**src/rtl/up_down_count_monitor_pkg.sv**
```systemverilog
// Shared types and helpers for the up/down counter monitor.
//   mon_state_e : hysteresis alarm state (IDLE, ARMING, ALARM)
//   exp_next    : expected count after one step of a w-bit up/down counter
package up_down_mon_pkg;

  typedef enum logic [1:0] {
    IDLE,
    ARMING,
    ALARM
  } mon_state_e;

  // One step in direction dir (1 = up), wrapping modulo 2^w.
  function automatic logic [31:0] exp_next(input logic [31:0] cnt,
                                           input logic        dir,
                                           input int unsigned w);
    logic [31:0] mask;
    logic [31:0] nxt;
    mask = (w >= 32) ? '1 : ((32'd1 << w) - 32'd1);
    nxt  = dir ? (cnt + 32'd1) : (cnt - 32'd1);
    return nxt & mask;
  endfunction

endpackage

```
**src/rtl/up_down_count_monitor_sat_counter.sv**
```systemverilog
// Saturating event counter.
//   clk, rst  : clock, synchronous active-high reset
//   inc       : count one event this cycle
//   clr_load  : restart the count; an event in the same cycle is kept (loads 1)
//   value     : current count, sticks at all-ones
module sat_counter #(
  parameter int unsigned W = 8
) (
  input  logic         clk,
  input  logic         rst,
  input  logic         inc,
  input  logic         clr_load,
  output logic [W-1:0] value
);

  always_ff @(posedge clk) begin
    if (rst) begin
      value <= '0;
    end else if (clr_load) begin
      value <= inc ? W'(1) : '0;
    end else if (inc && (value != '1)) begin
      value <= value + W'(1);
    end
  end

endmodule

```
**src/rtl/up_down_count_monitor.sv**
```systemverilog
// Passive observer of an up/down counter. Samples direction d and count
// every clock and reports registered status (1-cycle latency):
//   clk, rst        : clock, synchronous active-high reset
//   d, count        : counter direction (1 = up) and counter value
//   clr             : clears peak, wrap_cnt and step_err_sticky
//   wrap_up/wrap_dn : one-cycle pulses on an up / down wrap
//   wrap_cnt        : saturating number of wraps
//   step_err        : pulse when count did not move by exactly one step
//   step_err_sticky : latched step_err
//   peak            : maximum count since rst/clr
//   alarm           : hysteresis alarm (arm >= HI_TH for HOLD samples, release <= LO_TH)
module up_down_count_monitor
  import up_down_mon_pkg::*;
#(
  parameter int unsigned CNT_W  = 4,
  parameter int unsigned HI_TH  = 12,
  parameter int unsigned LO_TH  = 3,
  parameter int unsigned HOLD   = 2,
  parameter int unsigned WRAP_W = 8
) (
  input  logic              clk,
  input  logic              rst,
  input  logic              d,
  input  logic [CNT_W-1:0]  count,
  input  logic              clr,
  output logic              wrap_up,
  output logic              wrap_dn,
  output logic [WRAP_W-1:0] wrap_cnt,
  output logic              step_err,
  output logic              step_err_sticky,
  output logic [CNT_W-1:0]  peak,
  output logic              alarm
);

  localparam int unsigned HW = $clog2(HOLD + 1);
  localparam logic [CNT_W-1:0] HI_C   = CNT_W'(HI_TH);
  localparam logic [CNT_W-1:0] LO_C   = CNT_W'(LO_TH);
  localparam logic [HW-1:0]    HOLD_C = HW'(HOLD);

  logic             prev_valid;
  logic [CNT_W-1:0] prev_cnt;
  logic             prev_d;

  mon_state_e       state, state_next;
  logic [HW-1:0]    hold_cnt, hold_next;

  logic [CNT_W-1:0] expected;
  logic             wrap_up_nxt, wrap_dn_nxt, step_err_nxt;
  logic [CNT_W-1:0] peak_nxt;

  // Event detection on the current sample against the previous one.
  always_comb begin
    expected     = CNT_W'(exp_next(32'(prev_cnt), prev_d, CNT_W));
    wrap_up_nxt  = prev_valid && prev_d && (prev_cnt == '1) && (count == '0);
    wrap_dn_nxt  = prev_valid && !prev_d && (prev_cnt == '0) && (count == '1);
    step_err_nxt = prev_valid && (count != expected);
    if (clr) begin
      peak_nxt = count;
    end else begin
      peak_nxt = (count > peak) ? count : peak;
    end
  end

  // Alarm FSM next state. hold_cnt counts consecutive samples >= HI_TH and
  // the transition to ALARM happens on the sample that makes it reach HOLD.
  always_comb begin
    state_next = state;
    hold_next  = hold_cnt;
    case (state)
      IDLE: begin
        if (count >= HI_C) begin
          if (HOLD == 1) begin
            state_next = ALARM;
            hold_next  = '0;
          end else begin
            state_next = ARMING;
            hold_next  = HW'(1);
          end
        end
      end
      ARMING: begin
        if (count >= HI_C) begin
          hold_next = hold_cnt + HW'(1);
          if (hold_next == HOLD_C) begin
            state_next = ALARM;
            hold_next  = '0;
          end
        end else begin
          state_next = IDLE;
          hold_next  = '0;
        end
      end
      ALARM: begin
        if (count <= LO_C) begin
          state_next = IDLE;
        end
      end
      default: begin
        state_next = IDLE;
        hold_next  = '0;
      end
    endcase
  end

  always_ff @(posedge clk) begin
    if (rst) begin
      prev_valid      <= 1'b0;
      prev_cnt        <= '0;
      prev_d          <= 1'b0;
      wrap_up         <= 1'b0;
      wrap_dn         <= 1'b0;
      step_err        <= 1'b0;
      step_err_sticky <= 1'b0;
      peak            <= '0;
      state           <= IDLE;
      hold_cnt        <= '0;
      alarm           <= 1'b0;
    end else begin
      prev_valid      <= 1'b1;
      prev_cnt        <= count;
      prev_d          <= d;
      wrap_up         <= wrap_up_nxt;
      wrap_dn         <= wrap_dn_nxt;
      step_err        <= step_err_nxt;
      // A new error wins over a simultaneous clear.
      step_err_sticky <= step_err_nxt | (step_err_sticky & ~clr);
      peak            <= peak_nxt;
      state           <= state_next;
      hold_cnt        <= hold_next;
      // Decoded from the next state so alarm lines up with the state register.
      alarm           <= (state_next == ALARM);
    end
  end

  sat_counter #(
    .W(WRAP_W)
  ) u_wrap_cnt (
    .clk      (clk),
    .rst      (rst),
    .inc      (wrap_up_nxt | wrap_dn_nxt),
    .clr_load (clr),
    .value    (wrap_cnt)
  );

endmodule

```
**config.mk**
```make
export PLATFORM = sky130hd
export DESIGN_NAME = up_down_count_monitor
export DESIGN_NICKNAME = d
export VERILOG_FILES = /design/src/rtl/up_down_count_monitor_pkg.sv /design/src/rtl/up_down_count_monitor_sat_counter.sv /design/src/rtl/up_down_count_monitor.sv
export SDC_FILE = /design/constraint.sdc
export NUM_CORES = 1
export LEC_CHECK = 0
export CELL_PAD_IN_SITES_DETAIL_PLACEMENT = 0
export CELL_PAD_IN_SITES_GLOBAL_PLACEMENT = 2
export CORE_MARGIN = 2
export CORE_UTILIZATION = 35
export CTS_BUF_LIST = sky130_fd_sc_hd__clkbuf_4
export CTS_CLUSTER_SIZE = 20
export DETAILED_ROUTE_END_ITERATION = 10
export PLACE_DENSITY = 0.87
export SLEW_MARGIN = 20
export SYNTH_ARGS = -nofsm -noshare
export SYNTH_HDL_FRONTEND = slang
export SYNTH_SLANG_ARGS = --single-unit
```
**constraint.sdc**
```tcl
create_clock -name clk -period 4.2 [get_ports clk]
set_input_delay 0.63 -clock clk [delete_from_list [all_inputs] [get_ports clk]]
set_output_delay 0.63 -clock clk [all_outputs]
set_load 0.02 [all_outputs]
```
# Word-level counts from Yosys, hierarchy flattened
# Cells that the tools add are included.
# W data, S select, Z words.
[classes]
multipliers = 0
bitwise_logic = 5
n_eq_ne = 9
div_mod_pow = 0
muxes = 16
magnitude_cmp = 3
reduce_logical = 15
n_shift = 0
add_sub_neg = 4
[op_table]
columns = ["operator", "n"]
rows = [
  ["$mux W8", 2],
  ["$mux W2", 7],
  ["$mux W4", 3],
  ["$pmux W2 S3", 2],
  ["$add A8 B1 Y8 const B", 1],
  ["$eq A4 B4 Y1 const B", 2],
  ["$logic_and A1 B1 Y1", 8],
  ["$logic_not A4 Y1", 2],
  ["$ne A8 B8 Y1 const B", 1],
  ["$eq A2 B2 Y1 const B", 3],
  ["$add A4 B1 Y4 const B", 1],
  ["$ge A4 B4 Y1 const B", 1],
  ["$gt A4 B4 Y1", 1],
  ["$le A4 B2 Y1 const B", 1],
  ["$ne A4 B4 Y1", 1],
  ["$reduce_bool A2 Y1", 2],
  ["$sub A4 B1 Y4 const B", 1],
  ["$add A2 B1 Y2 const B", 1],
  ["$eq A2 B1 Y1 const B", 1],
  ["$logic_not A2 Y1", 1],
  ["$mux W1", 2],
  ["$ne A2 B2 Y1 const B", 1],
  ["$not A1 Y1", 2],
  ["$or A1 B1 Y1", 2],
  ["other kinds (3)", 3],
]
[totals]
mem_count = 0
register_bits = 27
output_inout_bits = 17
rom_bits = 0
latch_bits = 0
ramBits = 0
wordCells = 64

# Depth between registers and ports, before layout
# Gate-level depths: netlist (run 1).
[logic_depth]
depth_word = 8
depth_mapped = 7
mapped_depth_nobuf = 7

# Hierarchy
# From an unflattened synthesis (run 1), not the netlist that was laid out.
[hier_totals]
hier_cells = 147
area_unflattened_um2 = 1328.8
[by_module_without_submodules]
columns = ["mod", "cells_each", "n_inst", "seq_area_each_um2", "area_each_um2"]
rows = [
  ["up_down_count_monitor", 94, 1, 380.4, 884.6],
  ["sat_counter", 53, 1, 160.2, 444.2],
]

# Worst setup path after synthesis (run 1)
# Ideal clock, no wire load.
[synth_timing]
path_kind = "input to register"
startpoint = "input count[2]"
endpoint = "register u_wrap_cnt.value[2]"
path_stages = 7
arrival_ps = 2027
required_time_ps = 4130
setup_slack_ps = 2103
setup_time_ps = 70
path_cell_list = "clkbuf_1 -> or4_4 -> nor3_4 -> o21ai_2 -> buf_6 -> or3_1 -> a21oi_1"
[synth_between]
elab_chain_cells = 5
[synth_rtl]
columns = ["item", "line", "rtl"]
rows = [
  ["from (decl)", "up_down_count_monitor.sv:24", "input logic [CNT_W-1:0] count,"],
  ["$eq A4 B4 Y1 / $logic_not A4 Y1 (equally long branches)", "up_down_count_monitor.sv:55, up_down_count_monitor.sv:54", ""],
  ["$logic_and A1 B1 Y1, on equally long branches", "up_down_count_monitor.sv:55, up_down_count_monitor.sv:54", ""],
  ["$or A1 B1 Y1 (*)", "up_down_count_monitor.sv:140", ".inc (wrap_up_nxt | wrap_dn_nxt),"],
  ["$logic_and A1 B1 Y1 (*)", "up_down_count_monitor_sat_counter.sv:21", "end else if (inc && (value != '1)) begin"],
  ["$reduce_bool A2 Y1 (no source line) (*)", "--", ""],
  ["to (signal assigned)", "up_down_count_monitor_sat_counter.sv:20", "value <= inc ? W'(1) : '0;"],
  ["to (signal assigned)", "up_down_count_monitor_sat_counter.sv:22", "value <= value + W'(1);"],
  ["to (decl)", "up_down_count_monitor_sat_counter.sv:13", "output logic [W-1:0] value"],
]
# Mark *: on every way between the ends. The rest lies on a longest branch, timed or not.
# A chain may end at the register's enable or synchronous reset.

# Worst setup path in the final report (run 1)
[layout_timing]
startpoint = "input count[3]"
endpoint = "register peak[0]"
[layout_between]
elab_chain_cells = 2
[layout_rtl]
columns = ["item", "line", "rtl"]
rows = [
  ["$gt A4 B4 Y1", "up_down_count_monitor.sv:60", "peak_nxt = (count > peak) ? count : peak;"],
  ["$reduce_bool A2 Y1 (no source line)", "--", ""],
  ["to (signal assigned)", "up_down_count_monitor.sv:127", "peak <= peak_nxt;"],
  ["to (decl)", "up_down_count_monitor.sv:31", "output logic [CNT_W-1:0] peak,"],
]
# Every way passes these cells.

==> results of run 1 <==
==> layer usage <==
layer	part of all wire	wire length, microns
met4	0.011	32
met3	0.029	82
met5	0	0
met1	0.44	1240
met2	0.52	1460
==> metrics by stage <==
stage          hold WS, ps  setup slack [ps]   util  area [sq um]
2_1_floorplan          437              2100      -          1300
3_3_place_gp           442              1350  0.438          1580
3_5_place_dp           452              1250  0.438          1580
4_1_cts                485              1610  0.445          1610
5_1_grt                503              1430  0.445          1610
6_report               476              1630  0.445          1610
==> critical path, stage by stage <==
cell	delay, ps
clkdlybuf4s50_1	670
ha_1	310
nand4_1	100
o31ai_1	90
o31ai_1	670
mux2i_1	260
nor2_1	50
==> sequential cells by signal, summed over array words and instances (netlist names), 2 cells and up <==
register,cells
hold_cnt,2
state,2
prev_cnt,4
peak,4
u_wrap_cnt.value,8
==> kinds of logic after synthesis <==
logic type,after synthesis
muxes,6
DFF,27
and+or+nand+nor,52
buffers and inverters,13
adders and majority gates,8
AOI/OAI and AO/OA,25
xor gates and xnor gates,7
==> synthesized netlist by cell type (2+ instances only) <==
cell and count:
nand4_1 4, or4_1 3, xnor2_1 3, o21ai_0 3, xor2_1 4, inv_1 10, dfxtp_1 27, mux2i_1 5
nor4_1 2, o31ai_1 4, nand2_1 8, nand3b_1 2, nor2_1 11, nand3_1 4, nor3_1 2, ha_1 7
nor2b_1 6, a21o_1 2, clkbuf_1 2, and3_1 2, a21oi_1 7, o21a_1 2
==> power groups by stage <==
stage,clock (mW),combinational [mW],sequential (mW)
floorplan,0,0.0442,0.284
global placement,0,0.0780,0.279
CTS,0.118,0.0816,0.274
detailed placement,0,0.0812,0.279
finish,0.116,0.0803,0.274
global route,0.130,0.0896,0.276
==> path summary, 6_finish.rpt <==
path	start	end	slack [ps]	cells after the start
hold / removal	step_err_sticky	step_err_sticky	480	1
setup reg to reg	peak[2]	peak[0]	2170	7
setup / recovery	count[3]	peak[0]	1630	7
hold reg to reg	step_err_sticky	step_err_sticky	480	1
==> layout make-up <==
class	instances	share of cell area
multi-input combinational	98	0.436
clock inverter	1	0.00312
sequential	27	0.337
clock buffer	3	0.0140
inverter	10	0.0234
tap	48	0.0374
timing repair buffer	24	0.150
==> flow_summary.ini, run 1 <==
[run_status]
status = finished clean

[power_and_ir_drop]
power.leakage_nw = 0.652
p_int_uw = 341
combPwrFrac = 0.171
powerDensity_nw_per_um2 = 293
p_sw_uw = 129
p_seq_frac = 0.583
power.total_uw = 470
swShare = 0.275
power_frac_clock = 0.246
irDropWorstVdd_v = 0.000149

[yosys]
synth_top_family_by_area = simple AND/OR/NAND/NOR gates
synth_top_area_share = 0.417
ys_seq_elements = 27
syn-num-nets = 154
ys_seq_area_frac = 0.417
synth_mux_area_frac = 0.0473
synth_area_leaders = dfxtp_1 42%, ha_1 6.8%, mux2i_1 3.9%
ys_types = 40
synth-xor-area-share = 0.0473
synthAdderAreaFrac = 0.0830
synth_area_per_cell_sq_um = 9.39
synthCells = 138
synth_area_sq_um = 1300
synth_simple_gate_area_frac = 0.229
synth_compound_area_frac = 0.133
synth_enable_flop_cells = 0
synth_flop_cell = dfxtp_1
synth_area_leader_cell = dfxtp_1
yosysWarnings = 0
synthArstFlopShare = 0

[timing]
worst_pin_slew_ps = 806
final.period_utilization = 0.612
setup_tns_ps = 0
rsz0062_at_grt = no
post-route-min-period_ps = 2570
fmax_ghz = 0.389
maxSlewHeadroom = 0.458
timing.final.max_slew_violations = 0
hold_violations = 0
finalSetupViolCount = 0
fin_skew_ps = 13.1

[worst_setup_path]
cp_max_fo = 8
worst_setup_path_start_kind = input port
crit_path_end_kind = register
worstPathRequired_ps = 4410
crit_arrival_ps = 2780
crit_type = in -> reg

[flow_run]
max_cap_viol_count = 0

[cts]
clock_sink_count = 27
ctsHoldBuffers = 0
cts_buffers = 3
root_buffer = clkbuf_4
cts-resized-gates = 0
clkTransAtPathRegs_ps = 140
clock_latency_ps = 330
clockBufferDepth = 2
cts_tree = done
cts.htree.levels = 1
postCtsSetupBuffers = 0

[global_routing]
grtUsageTotal = 0.146
antenna_found_initial = 0
grt.met2_usage = 0.269
grt_pass1_vias = 1097
busiest_layer = met2
met3_usage = 0.0156
grt-ovfl-total = 0
grt_max_degree = 17
grt_pass1_wl_mm = 4.78
use_met1 = 0.171

[floorplan]
die_h_microns = 64.9
initial_core_util = 0.359
die_area_sq_um = 4210
io_pins = 25
design.core.area_sq_um = 3610
row_count = 22
die_x_microns = 64.9

[drt]
via_per_inst = 5.19
drc = 0
vias = 1096
wl_per_cell_microns = 13.4
drt_wl_total_mm = 2.82
ant_nets = 0
dr.pass1.iters = 4
drt_iter0_markers = 42

[place]
dp_cells = 207
finalWeightedCongestion = 0.750
hpwlAfterDp_mm = 2.11
io_buffers = 24

[final_layout]
final_common_cell = dfxtp_1
nets = 180
seqCellArea_sq_um = 541
drive_gt1_frac = 0.0552
finalNonFillerCells = 211
syn2layout_area_growth_pct = 23.8
antenna_cells = 0
multi_input_area_sq_um = 699
mostFrequentLayoutCells = 27 x dfxtp_1, 24 x clkdlybuf4s50_1, 11 x nor2_1, 10 x inv_1, 8 x nand2_1
fillers = 354

[hold_path]
min_path_type = reg -> reg
(Power assumes the default switching activity.)
==> run 2, diff against run 1 <==
Settings changed: CORE_UTILIZATION 35 to 32, PLACE_DENSITY 0.87 to 0.8.
Clock period 4.2 ns to 2.5 ns, I/O delays scaled along.
==> run 2 against run 1 <==
Net effect: critical endpoint is now peak[2]; critical path type unchanged; critical path depth up 1; register-to-register slack worse by 1600 ps; worst hold slack worse by 4.4 ps; wire length up 3.3%; sequential power up 68%.
==> flow_summary.ini, run 2 (synthesis gave the netlist of run 1 again) <==
[cts]
cts_buffers = 3
cts.htree.levels = 1
postCtsSetupBuffers = 0
cts-resized-gates = 0
clockBufferDepth = 2
cts_tree = done
clock_latency_ps = 330
clock_sink_count = 27
root_buffer = clkbuf_4
clkTransAtPathRegs_ps = 150
ctsHoldBuffers = 0

[final_layout]
mostFrequentLayoutCells = 27 x dfxtp_1, 24 x clkdlybuf4s50_1, 11 x nor2_1, 10 x inv_1, 8 x nand2_1
multi_input_area_sq_um = 699
seqCellArea_sq_um = 541
syn2layout_area_growth_pct = 27.1
drive_gt1_frac = 0.0833
fillers = 368
final_cell_area_sq_um = 1650
final_util = 0.418
largest_reg_flops = 8
final_common_cell = dfxtp_1
nets = 185
reg.largest.list = u_wrap_cnt.value (8), peak (4), prev_cnt (4)
antenna_cells = 0
regMostFlops = u_wrap_cnt.value

[drt]
drt_wl_total_mm = 2.91
vias = 1092
drt_iter0_markers = 50
via_per_inst = 5.01
drc = 0
dr.pass1.iters = 5
ant_nets = 0
wl_per_cell_microns = 13.3

[worst_setup_path]
path_common_cell = o31ai_1
worstPathRequired_ps = 2730
crit_type = in -> reg
r2r-start = peak[1]
max_stage_delay_ps = 640
crit_path_end_kind = register
path_delay_family = compound AO/OA/AOI/OAI gates
r2r_slack_ps = 550
reg2reg_depth = 7
cp_max_fo = 5
crit_arrival_ps = 2430
worstPathCellList = clkdlybuf4s50_1, inv_1, ha_1, nand4_1, o31ai_1, o31ai_1, mux2i_1, nor2_1
cp_num_buf_inv = 2
crit_slowest_cell = o31ai_1
worst_setup_path_start_kind = input port
reg2reg_to = peak[2]
critical_path_depth = 8

[global_routing]
grt_pass1_vias = 1007
grt_max_degree = 16
antenna_found_initial = 0
grtUsageTotal = 0.142
grt_pass1_wl_mm = 4.84
grt-ovfl-total = 0

[timing]
worst_pin_slew_ps = 772
maxSlewHeadroom = 0.481
rsz0062_at_grt = no
setup_tns_ps = 0
finalSetupViolCount = 0
timing.final.max_slew_violations = 0
final.period_utilization = 0.881
post-route-min-period_ps = 2200
hold_violations = 0
fin_ws_ps = 297
whs_ps = 471
fin_skew_ps = 11.1
fmax_ghz = 0.454

[place]
placed_area_sq_um = 1620
finalWeightedCongestion = 0.805
dpl_worst_slack_ps = -57.8
hpwlAfterDp_mm = 2.22
io_buffers = 24

[power_and_ir_drop]
powerDensity_nw_per_um2 = 487
irDropWorstVdd_v = 0.000362
power.leakage_nw = 0.677

[hold_path]
min_path_type = reg -> reg
holdPathEnd = step_err_sticky
hold_path_depth = 1
worstHoldStart = step_err_sticky

[floorplan]
row_count = 23
initial_core_util = 0.329
io_pins = 25
die_h_microns = 67.6
die_x_microns = 67.6
die_area_sq_um = 4580
design.core.area_sq_um = 3940

[flow_run]
max_cap_viol_count = 0

[run_status]
status = finished clean
==> run 2: area by class of cell <==
class / instances / area share
inverter: 10 / 0.0228
timing repair buffer: 29 / 0.169
sequential: 27 / 0.328
tap: 50 / 0.0380
multi-input combinational: 98 / 0.424
clock buffer: 4 / 0.0182
==> run 2: per-layer routing <==
| layer | up-vias | global-route usage | routed length, microns |
|---|---|---|---|
| met5 | - | 0 | 0 |
| met4 | 0 | 0.0306 | 19 |
| met3 | 2 | 0.0417 | 134 |
| met2 | 23 | 0.235 | 1380 |
| met1 | 514 | 0.182 | 1380 |
| li1 | 553 | - | - |
==> run 2: worst max-delay path by stage <==
stage             start       to  slack [ps]
2_1_floorplan   peak[1]  peak[0]         620
3_3_place_gp   count[0]  peak[0]         -20
3_5_place_dp   count[0]  peak[2]         -60
4_1_cts        count[0]  peak[2]         290
5_1_grt        count[0]  peak[2]         150
6_report       count[0]  peak[2]         300
==> run 2: metrics by stage <==
stage	std cells	power [mW]
2_1_floorplan	138	0.552
3_5_place_dp	214	0.610
5_1_grt	218	0.853
3_3_place_gp	214	0.607
6_report	218	0.802
4_1_cts	218	0.815
==> run 2: worst reg2reg max path, cell delays in order, from the launching register on <==
cell and delay (ps):
dfxtp_1 400, inv_1 60, ha_1 280, nand4_1 100, o31ai_1 70, o31ai_1 640, mux2i_1 260, nor2_1 50
==> run 2: report_power, final <==
part / switching (mW) / total [mW] / internal, mW
clock network: 0.129 / 0.203 / 0.0734
registers: 0.0143 / 0.461 / 0.447
logic: 0.0691 / 0.138 / 0.0693
total: 0.213 / 0.802 / 0.589
==> run 3, diff against run 2 <==
Settings changed: CORE_UTILIZATION 32 to 39, DONT_BUFFER_PORTS set to 1, PLACE_DENSITY 0.8 to 0.79, SKIP_LAST_GASP set to 1.
==> run 3 against run 2 <==
Net effect: worst hold slack lost 370 ps; largest power group unchanged; largest cell class unchanged; wire length shrank 15%; first-iteration DRC count shrank 56%; clock power shrank 9%.
==> flow_summary.ini, run 3 (synthesis gave the netlist of run 1 again) <==
[run_status]
status = finished clean

[worst_setup_path]
crit_arrival_ps = 2320
worstPathCellList = inv_1, ha_1, nand4_1, o31ai_1, o31ai_1, mux2i_1, nor2_1
cp_max_fo = 4
cp_num_buf_inv = 1
crit_type = reg -> reg
max_stage_delay_ps = 640
path_delay_family = compound AO/OA/AOI/OAI gates
worst_setup_path_start_kind = register
worstPathRequired_ps = 2740
path_common_cell = o31ai_1
crit_slowest_cell = o31ai_1
crit_path_end_kind = register

[timing]
timing.final.max_slew_violations = 0
finalSetupViolCount = 0
hold_violations = 0
fmax_ghz = 0.480
final.period_utilization = 0.834
post-route-min-period_ps = 2090
setup_tns_ps = 0
rsz0062_at_grt = no
worst_pin_slew_ps = 780
fin_skew_ps = 10.1
maxSlewHeadroom = 0.475

[final_layout]
antenna_cells = 0
regMostFlops = u_wrap_cnt.value
reg.largest.list = u_wrap_cnt.value (8), peak (4), prev_cnt (4)
nets = 156
drive_gt1_frac = 0.0647
largest_reg_flops = 8
syn2layout_area_growth_pct = 4.92
final_common_cell = dfxtp_1
mostFrequentLayoutCells = 27 x dfxtp_1, 11 x nor2_1, 10 x inv_1, 8 x nand2_1

[drt]
vias = 966
drt_wl_total_mm = 2.47
ant_nets = 0
via_per_inst = 5.28
wl_per_cell_microns = 13.5
drt_iter0_markers = 22
dr.pass1.iters = 4
drc = 0

[floorplan]
die_x_microns = 61.7
row_count = 20
initial_core_util = 0.418
die_area_sq_um = 3800
design.core.area_sq_um = 3100
io_pins = 25
die_h_microns = 61.7

[power_and_ir_drop]
combPwrFrac = 0.112
power_frac_clock = 0.249
p_seq_frac = 0.639
power.total_uw = 738
p_int_uw = 548
p_sw_uw = 189
powerDensity_nw_per_um2 = 542
power.leakage_nw = 0.566
swShare = 0.256
irDropWorstVdd_v = 0.000437

[cts]
clkTransAtPathRegs_ps = 150
cts-resized-gates = 0
ctsHoldBuffers = 0
clock_sink_count = 27
clockBufferDepth = 2
root_buffer = clkbuf_4
cts.htree.levels = 1
cts_buffers = 3
clock_latency_ps = 320
postCtsSetupBuffers = 0
cts_tree = done

[place]
finalWeightedCongestion = 0.739
io_buffers = 0
hpwlAfterDp_mm = 1.84

[global_routing]
grt_max_degree = 17
antenna_found_initial = 0
grt_pass1_vias = 950
grtUsageTotal = 0.151
grt-ovfl-total = 0
grt_pass1_wl_mm = 4.28

[flow_run]
max_cap_viol_count = 0

[hold_path]
min_path_type = in -> reg
==> run 3: cell type report <==
type	count	area, sq um
fillers	325	1740
flip-flops and latches	27	541
well taps	44	55.1
multi-input cells	98	699
clock buffers	3	22.5
inverters	10	37.5
clock inverters	1	5.00
==> run 3: worst register-to-register path, cell delays in order, from the launching register on <==
cell,delay [ps]
dfxtp_1,500
inv_1,70
ha_1,300
nand4_1,90
o31ai_1,80
o31ai_1,640
mux2i_1,270
nor2_1,50
==> run 3: power by group through the flow <==
stage	Combinational, mW	Clock, mW	Sequential [mW]
floorplan	0.0742	0	0.478
global placement	0.0807	0	0.481
detailed placement	0.0833	0	0.481
CTS	0.0839	0.198	0.472
global route	0.0959	0.216	0.474
finish	0.0826	0.184	0.471
==> run 3: path summary, 6_finish.rpt <==
| kind | slack [ps] | start | to | cells past startpoint |
|---|---|---|---|---|
| max | 410 | peak[3] | peak[1] | 7 |
| min | 100 | rst | hold_cnt[0] | 1 |
| max reg2reg | 410 | peak[3] | peak[1] | 7 |
| min reg2reg | 480 | prev_valid | step_err | 2 |
==> run 3: routing by layer <==
layer,part of all wire,vias to the layer above,global-route usage
met5,0,-,0
met4,0.0077,0,0.0274
met1,0.49,450,0.200
met3,0.042,2,0.0567
met2,0.46,20,0.239
li1,-,494,-
==> run 3: per-stage QoR <==
stage	instance area, sq um	util	instances	worst slack (ps)	hold WS, ps
floorplan	1300	-	138	619	437
global placement	1330	0.429	179	475	445
detailed placement	1330	0.429	179	445	446
CTS	1360	0.438	183	412	76.5
global route	1360	0.438	183	233	60.4
finish	1360	0.438	183	415	97.4
